`src/rtl/booth_pkg.sv`:
```
// Shared widths, FSM encoding and captured-bus layout for the Booth
// partial-product accumulator.
package booth_pkg;

   localparam int NUM_PP = 17;
   localparam int PP_W   = 34;
   localparam int PP16_W = 32;
   localparam int EC_W   = 16;
   localparam int PROD_W = 64;
   // Term index must hold the largest look-ahead index (16 + 16) without wrapping.
   localparam int IDX_W  = 6;

   typedef enum logic [1:0] {
      IDLE  = 2'd0,
      ACCUM = 2'd1,
      DONE  = 2'd2
   } acc_state_t;

   typedef struct packed {
      logic [EC_W-1:0][PP_W-1:0] pp;
      logic [PP16_W-1:0]         pp16;
      logic [EC_W-1:0]           ec;
   } pp_set_t;

endpackage

```
`src/rtl/booth_pp_weight.sv`:
```
// Turns one Booth term (PP0..PP15 with its correction bit, or PP16) into its
// 64-bit weighted contribution; indices past the last term contribute zero.
module booth_pp_weight
   import booth_pkg::*;
(
   input  logic [IDX_W-1:0]       idx_i,
   input  logic signed [PP_W-1:0] pp_i,
   input  logic                   ec_i,
   output logic [PROD_W-1:0]      term_o
);

   logic [PROD_W-1:0] pp_sx;

   always_comb begin
      pp_sx  = {{(PROD_W-PP_W){pp_i[PP_W-1]}}, pp_i};
      term_o = '0;
      if (idx_i < IDX_W'(EC_W)) begin
         term_o = (pp_sx + PROD_W'(ec_i)) << {idx_i[3:0], 1'b0};
      end else if (idx_i == IDX_W'(NUM_PP - 1)) begin
         // Unsigned-mode correction: zero-extended, fixed weight 2^32.
         term_o = {pp_i[PP16_W-1:0], {(PROD_W-PP16_W){1'b0}}};
      end
   end

endmodule

```
`src/rtl/booth_pp_accumulator.sv`:
```
// Sequential Booth PP reducer: captures one PP set, sums PP_PER_CYCLE weighted
// terms per clock into a 64-bit accumulator, then holds the product on a valid/ready port.
module booth_pp_accumulator
   import booth_pkg::*;
#(
   parameter int PP_PER_CYCLE = 1
) (
   input  logic                   Clk,
   input  logic                   Rst,
   input  logic                   In_Valid,
   output logic                   In_Ready,
   input  logic [EC_W-1:0]        Error_Correction,
   input  logic signed [PP_W-1:0] PP0,
   input  logic signed [PP_W-1:0] PP1,
   input  logic signed [PP_W-1:0] PP2,
   input  logic signed [PP_W-1:0] PP3,
   input  logic signed [PP_W-1:0] PP4,
   input  logic signed [PP_W-1:0] PP5,
   input  logic signed [PP_W-1:0] PP6,
   input  logic signed [PP_W-1:0] PP7,
   input  logic signed [PP_W-1:0] PP8,
   input  logic signed [PP_W-1:0] PP9,
   input  logic signed [PP_W-1:0] PP10,
   input  logic signed [PP_W-1:0] PP11,
   input  logic signed [PP_W-1:0] PP12,
   input  logic signed [PP_W-1:0] PP13,
   input  logic signed [PP_W-1:0] PP14,
   input  logic signed [PP_W-1:0] PP15,
   input  logic [PP16_W-1:0]      PP16,
   output logic [PROD_W-1:0]      Product,
   output logic                   Out_Valid,
   input  logic                   Out_Ready
);

   acc_state_t        state_q, state_d;
   pp_set_t           pp_q, pp_d, in_set;
   logic [PROD_W-1:0] acc_q, acc_d;
   logic [PROD_W-1:0] prod_q, prod_d;
   logic [IDX_W-1:0]  idx_q, idx_d;
   logic [PROD_W-1:0] term [PP_PER_CYCLE];
   logic [PROD_W-1:0] sum;
   logic [IDX_W-1:0]  idx_next;
   logic              last_cycle;

   always_comb begin
      in_set.pp[0]  = PP0;
      in_set.pp[1]  = PP1;
      in_set.pp[2]  = PP2;
      in_set.pp[3]  = PP3;
      in_set.pp[4]  = PP4;
      in_set.pp[5]  = PP5;
      in_set.pp[6]  = PP6;
      in_set.pp[7]  = PP7;
      in_set.pp[8]  = PP8;
      in_set.pp[9]  = PP9;
      in_set.pp[10] = PP10;
      in_set.pp[11] = PP11;
      in_set.pp[12] = PP12;
      in_set.pp[13] = PP13;
      in_set.pp[14] = PP14;
      in_set.pp[15] = PP15;
      in_set.pp16   = PP16;
      in_set.ec     = Error_Correction;
   end

   // Term select: lane k handles term idx_q + k from the captured set.
   for (genvar k = 0; k < PP_PER_CYCLE; k++) begin : g_term
      logic [IDX_W-1:0]       t_idx;
      logic signed [PP_W-1:0] t_pp;
      logic                   t_ec;

      always_comb begin
         t_idx = idx_q + IDX_W'(k);
         t_pp  = '0;
         t_ec  = 1'b0;
         if (t_idx < IDX_W'(EC_W)) begin
            t_pp = pp_q.pp[t_idx[3:0]];
            t_ec = pp_q.ec[t_idx[3:0]];
         end else if (t_idx == IDX_W'(NUM_PP - 1)) begin
            t_pp = {{(PP_W-PP16_W){1'b0}}, pp_q.pp16};
         end
      end

      booth_pp_weight u_weight (
         .idx_i  (t_idx),
         .pp_i   (t_pp),
         .ec_i   (t_ec),
         .term_o (term[k])
      );
   end

   always_comb begin
      sum = '0;
      for (int k = 0; k < PP_PER_CYCLE; k++) begin
         sum = sum + term[k];
      end
   end

   assign idx_next   = idx_q + IDX_W'(PP_PER_CYCLE);
   assign last_cycle = (idx_next >= IDX_W'(NUM_PP));

   always_comb begin
      state_d   = state_q;
      pp_d      = pp_q;
      acc_d     = acc_q;
      idx_d     = idx_q;
      prod_d    = prod_q;
      In_Ready  = 1'b0;
      Out_Valid = 1'b0;
      case (state_q)
         IDLE: begin
            In_Ready = ~Rst;
            if (In_Valid) begin
               pp_d    = in_set;
               acc_d   = '0;
               idx_d   = '0;
               state_d = ACCUM;
            end
         end
         ACCUM: begin
            acc_d = acc_q + sum;
            idx_d = idx_next;
            if (last_cycle) begin
               prod_d  = acc_q + sum;
               state_d = DONE;
            end
         end
         DONE: begin
            // Gated so a reset in DONE never shows as a completed handshake.
            Out_Valid = ~Rst;
            if (Out_Ready) begin
               state_d = IDLE;
            end
         end
         default: state_d = IDLE;
      endcase
   end

   always_ff @(posedge Clk) begin
      if (Rst) begin
         state_q <= IDLE;
         pp_q    <= '0;
         acc_q   <= '0;
         idx_q   <= '0;
         prod_q  <= '0;
      end else begin
         state_q <= state_d;
         pp_q    <= pp_d;
         acc_q   <= acc_d;
         idx_q   <= idx_d;
         prod_q  <= prod_d;
      end
   end

   assign Product = prod_q;

endmodule

```
`config.mk`:
```
export PLATFORM = sky130hd
export DESIGN_NAME = booth_pp_accumulator
export DESIGN_NICKNAME = d
export VERILOG_FILES = /design/src/rtl/booth_pkg.sv /design/src/rtl/booth_pp_weight.sv /design/src/rtl/booth_pp_accumulator.sv
export SDC_FILE = /design/constraint.sdc
export NUM_CORES = 2
export LEC_CHECK = 0
export ABC_AREA = 1
export BUFFER_PORTS_ARGS = -buffer_cell sky130_fd_sc_hd__clkbuf_2
export CAP_MARGIN = 20
export CORE_MARGIN = 8
export CORE_UTILIZATION = 55
export DETAILED_ROUTE_END_ITERATION = 16
export GPL_ROUTABILITY_DRIVEN = 0
export PLACE_DENSITY = 0.78
export SYNTH_ARGS = -nofsm -noshare
export SYNTH_HDL_FRONTEND = slang
export SYNTH_HIERARCHICAL = 1
export SYNTH_SLANG_ARGS = --single-unit
```
`constraint.sdc`:
```
create_clock -name Clk -period 6.2 [get_ports Clk]
set_clock_uncertainty 0.2 [all_clocks]
set_input_delay 0.62 -clock Clk [delete_from_list [all_inputs] [get_ports Clk]]
set_output_delay 0.62 -clock Clk [all_outputs]
set_load 0.005 [all_outputs]
```
==> out/qor.txt <==
YOSYS
------------------------------------------------------------------------------------
Yosys warning count                                                                6
Instance count of the mapped netlist                                           6,264
Syn avg cell area                                                           6.23 um2
Syn nets                                                                       6,928
Number of flip-flops and latches in the synthesized netlist                      728
Share of flip-flops with an asynchronous set or reset after synthesis             0%
Mapped Area                                                               0.0390 mm2
Part of the Yosys area used for sequential elements                            37.3%
Primary FF master, synth                                                sky130_fd_sc_hd__dfxtp_1
Number of enable-type register cells in the synthesized netlist                    0
Post-synth cell types                                                             44

ROUTING
------------------------------------------------------------------------------------
DRC Markers                                                                        0
DRT Pass-1 Iters                                                                   8
Starting DRT DRC Count                                                         5,835
Number of nets still failing antenna checks after routing                          0
Routed wire length per instance                                              20.3 um
Total length of routed wires                                              158,000 um
Vias per Instance                                                               5.73
Via count                                                                     44,500

STA
------------------------------------------------------------------------------------
Clock period minus final worst setup slack                                   5940 ps
Final Setup Violations                                                             0
Fin. Hold Viols                                                                    0
Worst Tran Pin Value                                                         1030 ps
Maximum clock frequency                                                    0.168 GHz
Slew Limit Headroom                                                            31.0%
Worst setup slack after layout                                                261 ps
Pins Over Slew Limit                                                               0
RSZ-0062 raised after global routing                                            true
Share of the cycle needed by the critical path after routing                   95.8%

CLOCK TREE
------------------------------------------------------------------------------------
Buffers from clock root to sink, at most                                           3
Clock latency of the later-clocked register in the worst-skew pair            660 ps
CTS clock-pin slew for the worst setup and hold paths                          70 ps
CTS sink cnt                                                                     728
Number of buffers inserted during clock tree synthesis                            75
CTS H-tree depth                                                                   3
Clock root buffer master                                                sky130_fd_sc_hd__clkbuf_16
Clock tree from TritonCTS                                                       done

OUTCOME
------------------------------------------------------------------------------------
Run status                                                              finished clean

FINISH
------------------------------------------------------------------------------------
Share of post-route cells with drive strength above 1                          14.9%
Number of fillers in the final layout                                          6,561
Final core utilization                                                         66.0%
Final nets                                                                     7,441
Post-synthesis to final-layout area growth                                     18.6%

WORST SETUP PATH
------------------------------------------------------------------------------------
Number of buffers and inverters on the critical path                               3
Largest delay share family, worst path                                  simple AND/OR/NAND/NOR gates
Element type at the critical path start                                         flop
Type of destination of the critical path                                        flop
Arrival time reported for the critical path endpoint                         6290 ps
Worst endpoint required time                                                 6550 ps
Cell type with the highest occurrence count on the critical path        sky130_fd_sc_hd__nand2_1
RR Startpoint                                                               idx_q[1]
Category of the critical setup timing path                                   reg2reg
Slowest cell on crit path                                               sky130_fd_sc_hd__dfxtp_4
Worst Path Max Fanout                                                             16
Launching element of the worst setup path                                   idx_q[1]
CP peak stage delay                                                           570 ps

PLACEMENT
------------------------------------------------------------------------------------
Quantity of I/O buffers inserted on ports                                        661
Setup slack after placement                                                   122 ps
HPWL reported at the end of detailed placement                            120,000 um

GLOBAL ROUTE
------------------------------------------------------------------------------------
Global-route usage over all layers                                             37.5%
Pin count of the biggest net entering global routing                             213
Antenna violations before repair                                                   6
Overflow after GRT                                                                 0
Wire length of the first global-routing pass                              233,000 um
Number of global-route vias before repair                                     40,700

FLOORPLAN
------------------------------------------------------------------------------------
Ports placed on the boundary                                                     662
Horizontal extent of the die                                                  282 um
Area enclosed by the die boundary                                         0.0797 mm2
Overall die height                                                            282 um
Starting density of the core                                                   55.6%
Count of standard-cell rows                                                       97
Core area                                                                 0.0701 mm2

POWER
------------------------------------------------------------------------------------
Total leakage power                                                          22.2 nW
Maximum resistive drop on vdd                                                 213 uV
Power Density                                                             287 mW/mm2

HOLD PATH
------------------------------------------------------------------------------------
Critical hold path startpoint                                                PP8[16]
Type of the tightest min-delay check                                          in2reg

FLOW RUN
------------------------------------------------------------------------------------
Maximum Capacitance Violations                                                     0

==> what timing repair did <==
item                                    CTS  global route
hold buffers                              0             0
setup buffers                             0             6
gates resized for setup                   0            40
endpoints found under the setup margin    0            97
==> layer usage <==
| layer | track usage, % | part of all wire, % | vias up |
|---|---|---|---|
| li1 | - | - | 21200 |
| met1 | 46.9 | 38 | 20200 |
| met2 | 59.2 | 44 | 2627 |
| met3 | 7.10 | 11 | 539 |
| met4 | 23.7 | 7.3 | 6 |
| met5 | 0 | 0.027 | - |
==> tightest hold or removal path, cell delays in order <==
cell and delay, ps:
sky130_fd_sc_hd__clkbuf_2 70, sky130_fd_sc_hd__o21ai_0 70, sky130_fd_sc_hd__nor2_1 80
==> path summary, 6_finish.rpt <==
kind	cells after the start	endpoint	slack [ps]
hold reg to reg	2	pp_q[46]	260
setup / recovery	30	Product[56]	260
setup reg to reg	30	Product[56]	260
hold / removal	3	pp_q[336]	8
==> metrics by stage <==
| step | std cells | hold WS (ps) | power (mW) | setup TNS (ps) | cell area (um2) |
|---|---|---|---|---|---|
| floorplan | 6264 | 225 | 7.26 | 0 | 39000 |
| global placement | 7632 | 236 | 8.51 | 0 | 43400 |
| detailed placement | 7633 | 242 | 8.57 | 0 | 43500 |
| CTS | 7766 | 3.49 | 13.1 | 0 | 46000 |
| global route | 7775 | 20.1 | 13.8 | -78.9 | 46300 |
| finish | 7776 | 7.78 | 13.3 | 0 | 46300 |
==> kinds of logic after synthesis <==
| kind of cell | Yosys count | synth area share [%] |
|---|---|---|
| xor gates and xnor gates | 37 | 0.830 |
| AOI/OAI and AO/OA | 1312 | 17.8 |
| buffers and inverters | 880 | 8.75 |
| DFF | 728 | 37.3 |
| adders and majority gates | 68 | 2.20 |
| and+or+nand+nor | 3238 | 33.0 |
| muxes | 1 | 0.0257 |
==> synthesized netlist by cell type (22+ instances only) <==
cell	count	area, um2
sky130_fd_sc_hd__dfxtp_1	728	14600
sky130_fd_sc_hd__clkbuf_1	310	1160
sky130_fd_sc_hd__ha_1	67	838
sky130_fd_sc_hd__a21oi_1	171	856
sky130_fd_sc_hd__inv_1	483	1810
sky130_fd_sc_hd__xor2_1	34	298
sky130_fd_sc_hd__o21ai_1	53	265
sky130_fd_sc_hd__buf_1	22	82.6
sky130_fd_sc_hd__buf_2	44	220
sky130_fd_sc_hd__o21ai_0	922	4610
sky130_fd_sc_hd__o221ai_1	58	508
sky130_fd_sc_hd__nand2_1	1145	4300
sky130_fd_sc_hd__nand3_1	367	1840
sky130_fd_sc_hd__o22ai_1	82	513
sky130_fd_sc_hd__nor2_1	1642	6160
==> flip-flops by register name, indices dropped and copies added (netlist names) <==
name / count
acc_q: 64
state_q: 2
idx_q: 6
Product: 64
pp_q: 592
==> layout by cell type, fill, tap and decap left out, types with 5 or more instances in the layout <==
cell                        count
sky130_fd_sc_hd__a21oi_1      171
sky130_fd_sc_hd__and2_1         9
sky130_fd_sc_hd__buf_12        19
sky130_fd_sc_hd__buf_4        137
sky130_fd_sc_hd__clkbuf_1      15
sky130_fd_sc_hd__clkbuf_16     77
sky130_fd_sc_hd__clkbuf_2     660
sky130_fd_sc_hd__clkbuf_8      19
sky130_fd_sc_hd__clkinv_2      11
sky130_fd_sc_hd__dfxtp_1      725
sky130_fd_sc_hd__ha_1          66
sky130_fd_sc_hd__inv_1        481
sky130_fd_sc_hd__nand2_1     1144
sky130_fd_sc_hd__nand2_2        6
sky130_fd_sc_hd__nand3_1      364
sky130_fd_sc_hd__nand3_2        7
sky130_fd_sc_hd__nand3b_1      21
sky130_fd_sc_hd__nand4_1        5
sky130_fd_sc_hd__nor2_1      1630
sky130_fd_sc_hd__nor2_2        14
sky130_fd_sc_hd__nor2_4         7
sky130_fd_sc_hd__nor3_1        17
sky130_fd_sc_hd__o211ai_1      17
sky130_fd_sc_hd__o21ai_0      922
sky130_fd_sc_hd__o21ai_1       49
sky130_fd_sc_hd__o221ai_1      53
sky130_fd_sc_hd__o221ai_2       5
sky130_fd_sc_hd__o22ai_1       77
sky130_fd_sc_hd__o22ai_2        5
sky130_fd_sc_hd__xor2_1        33
==> where the power goes <==
part / total, mW / internal [mW] / switching [mW]
Sequential: 5.29 / 5.07 / 0.228
Combinational: 3.36 / 1.13 / 2.23
Clock: 4.63 / 2.62 / 2.01
==> layout make-up <==
| cell class | instances | area (um2) | area share [%] |
|---|---|---|---|
| clock inverter | 24 | 317 | 0.684 |
| inverter | 491 | 1890 | 4.09 |
| timing repair buffer | 825 | 4890 | 10.6 |
| antenna | 3 | 7.51 | 0.0162 |
| multi-input combinational | 4656 | 21200 | 45.8 |
| clock buffer | 109 | 2190 | 4.74 |
| tap | 940 | 1180 | 2.54 |
| sequential | 728 | 14600 | 31.5 |
No activity file was read; power rests on OpenSTA's default activity.
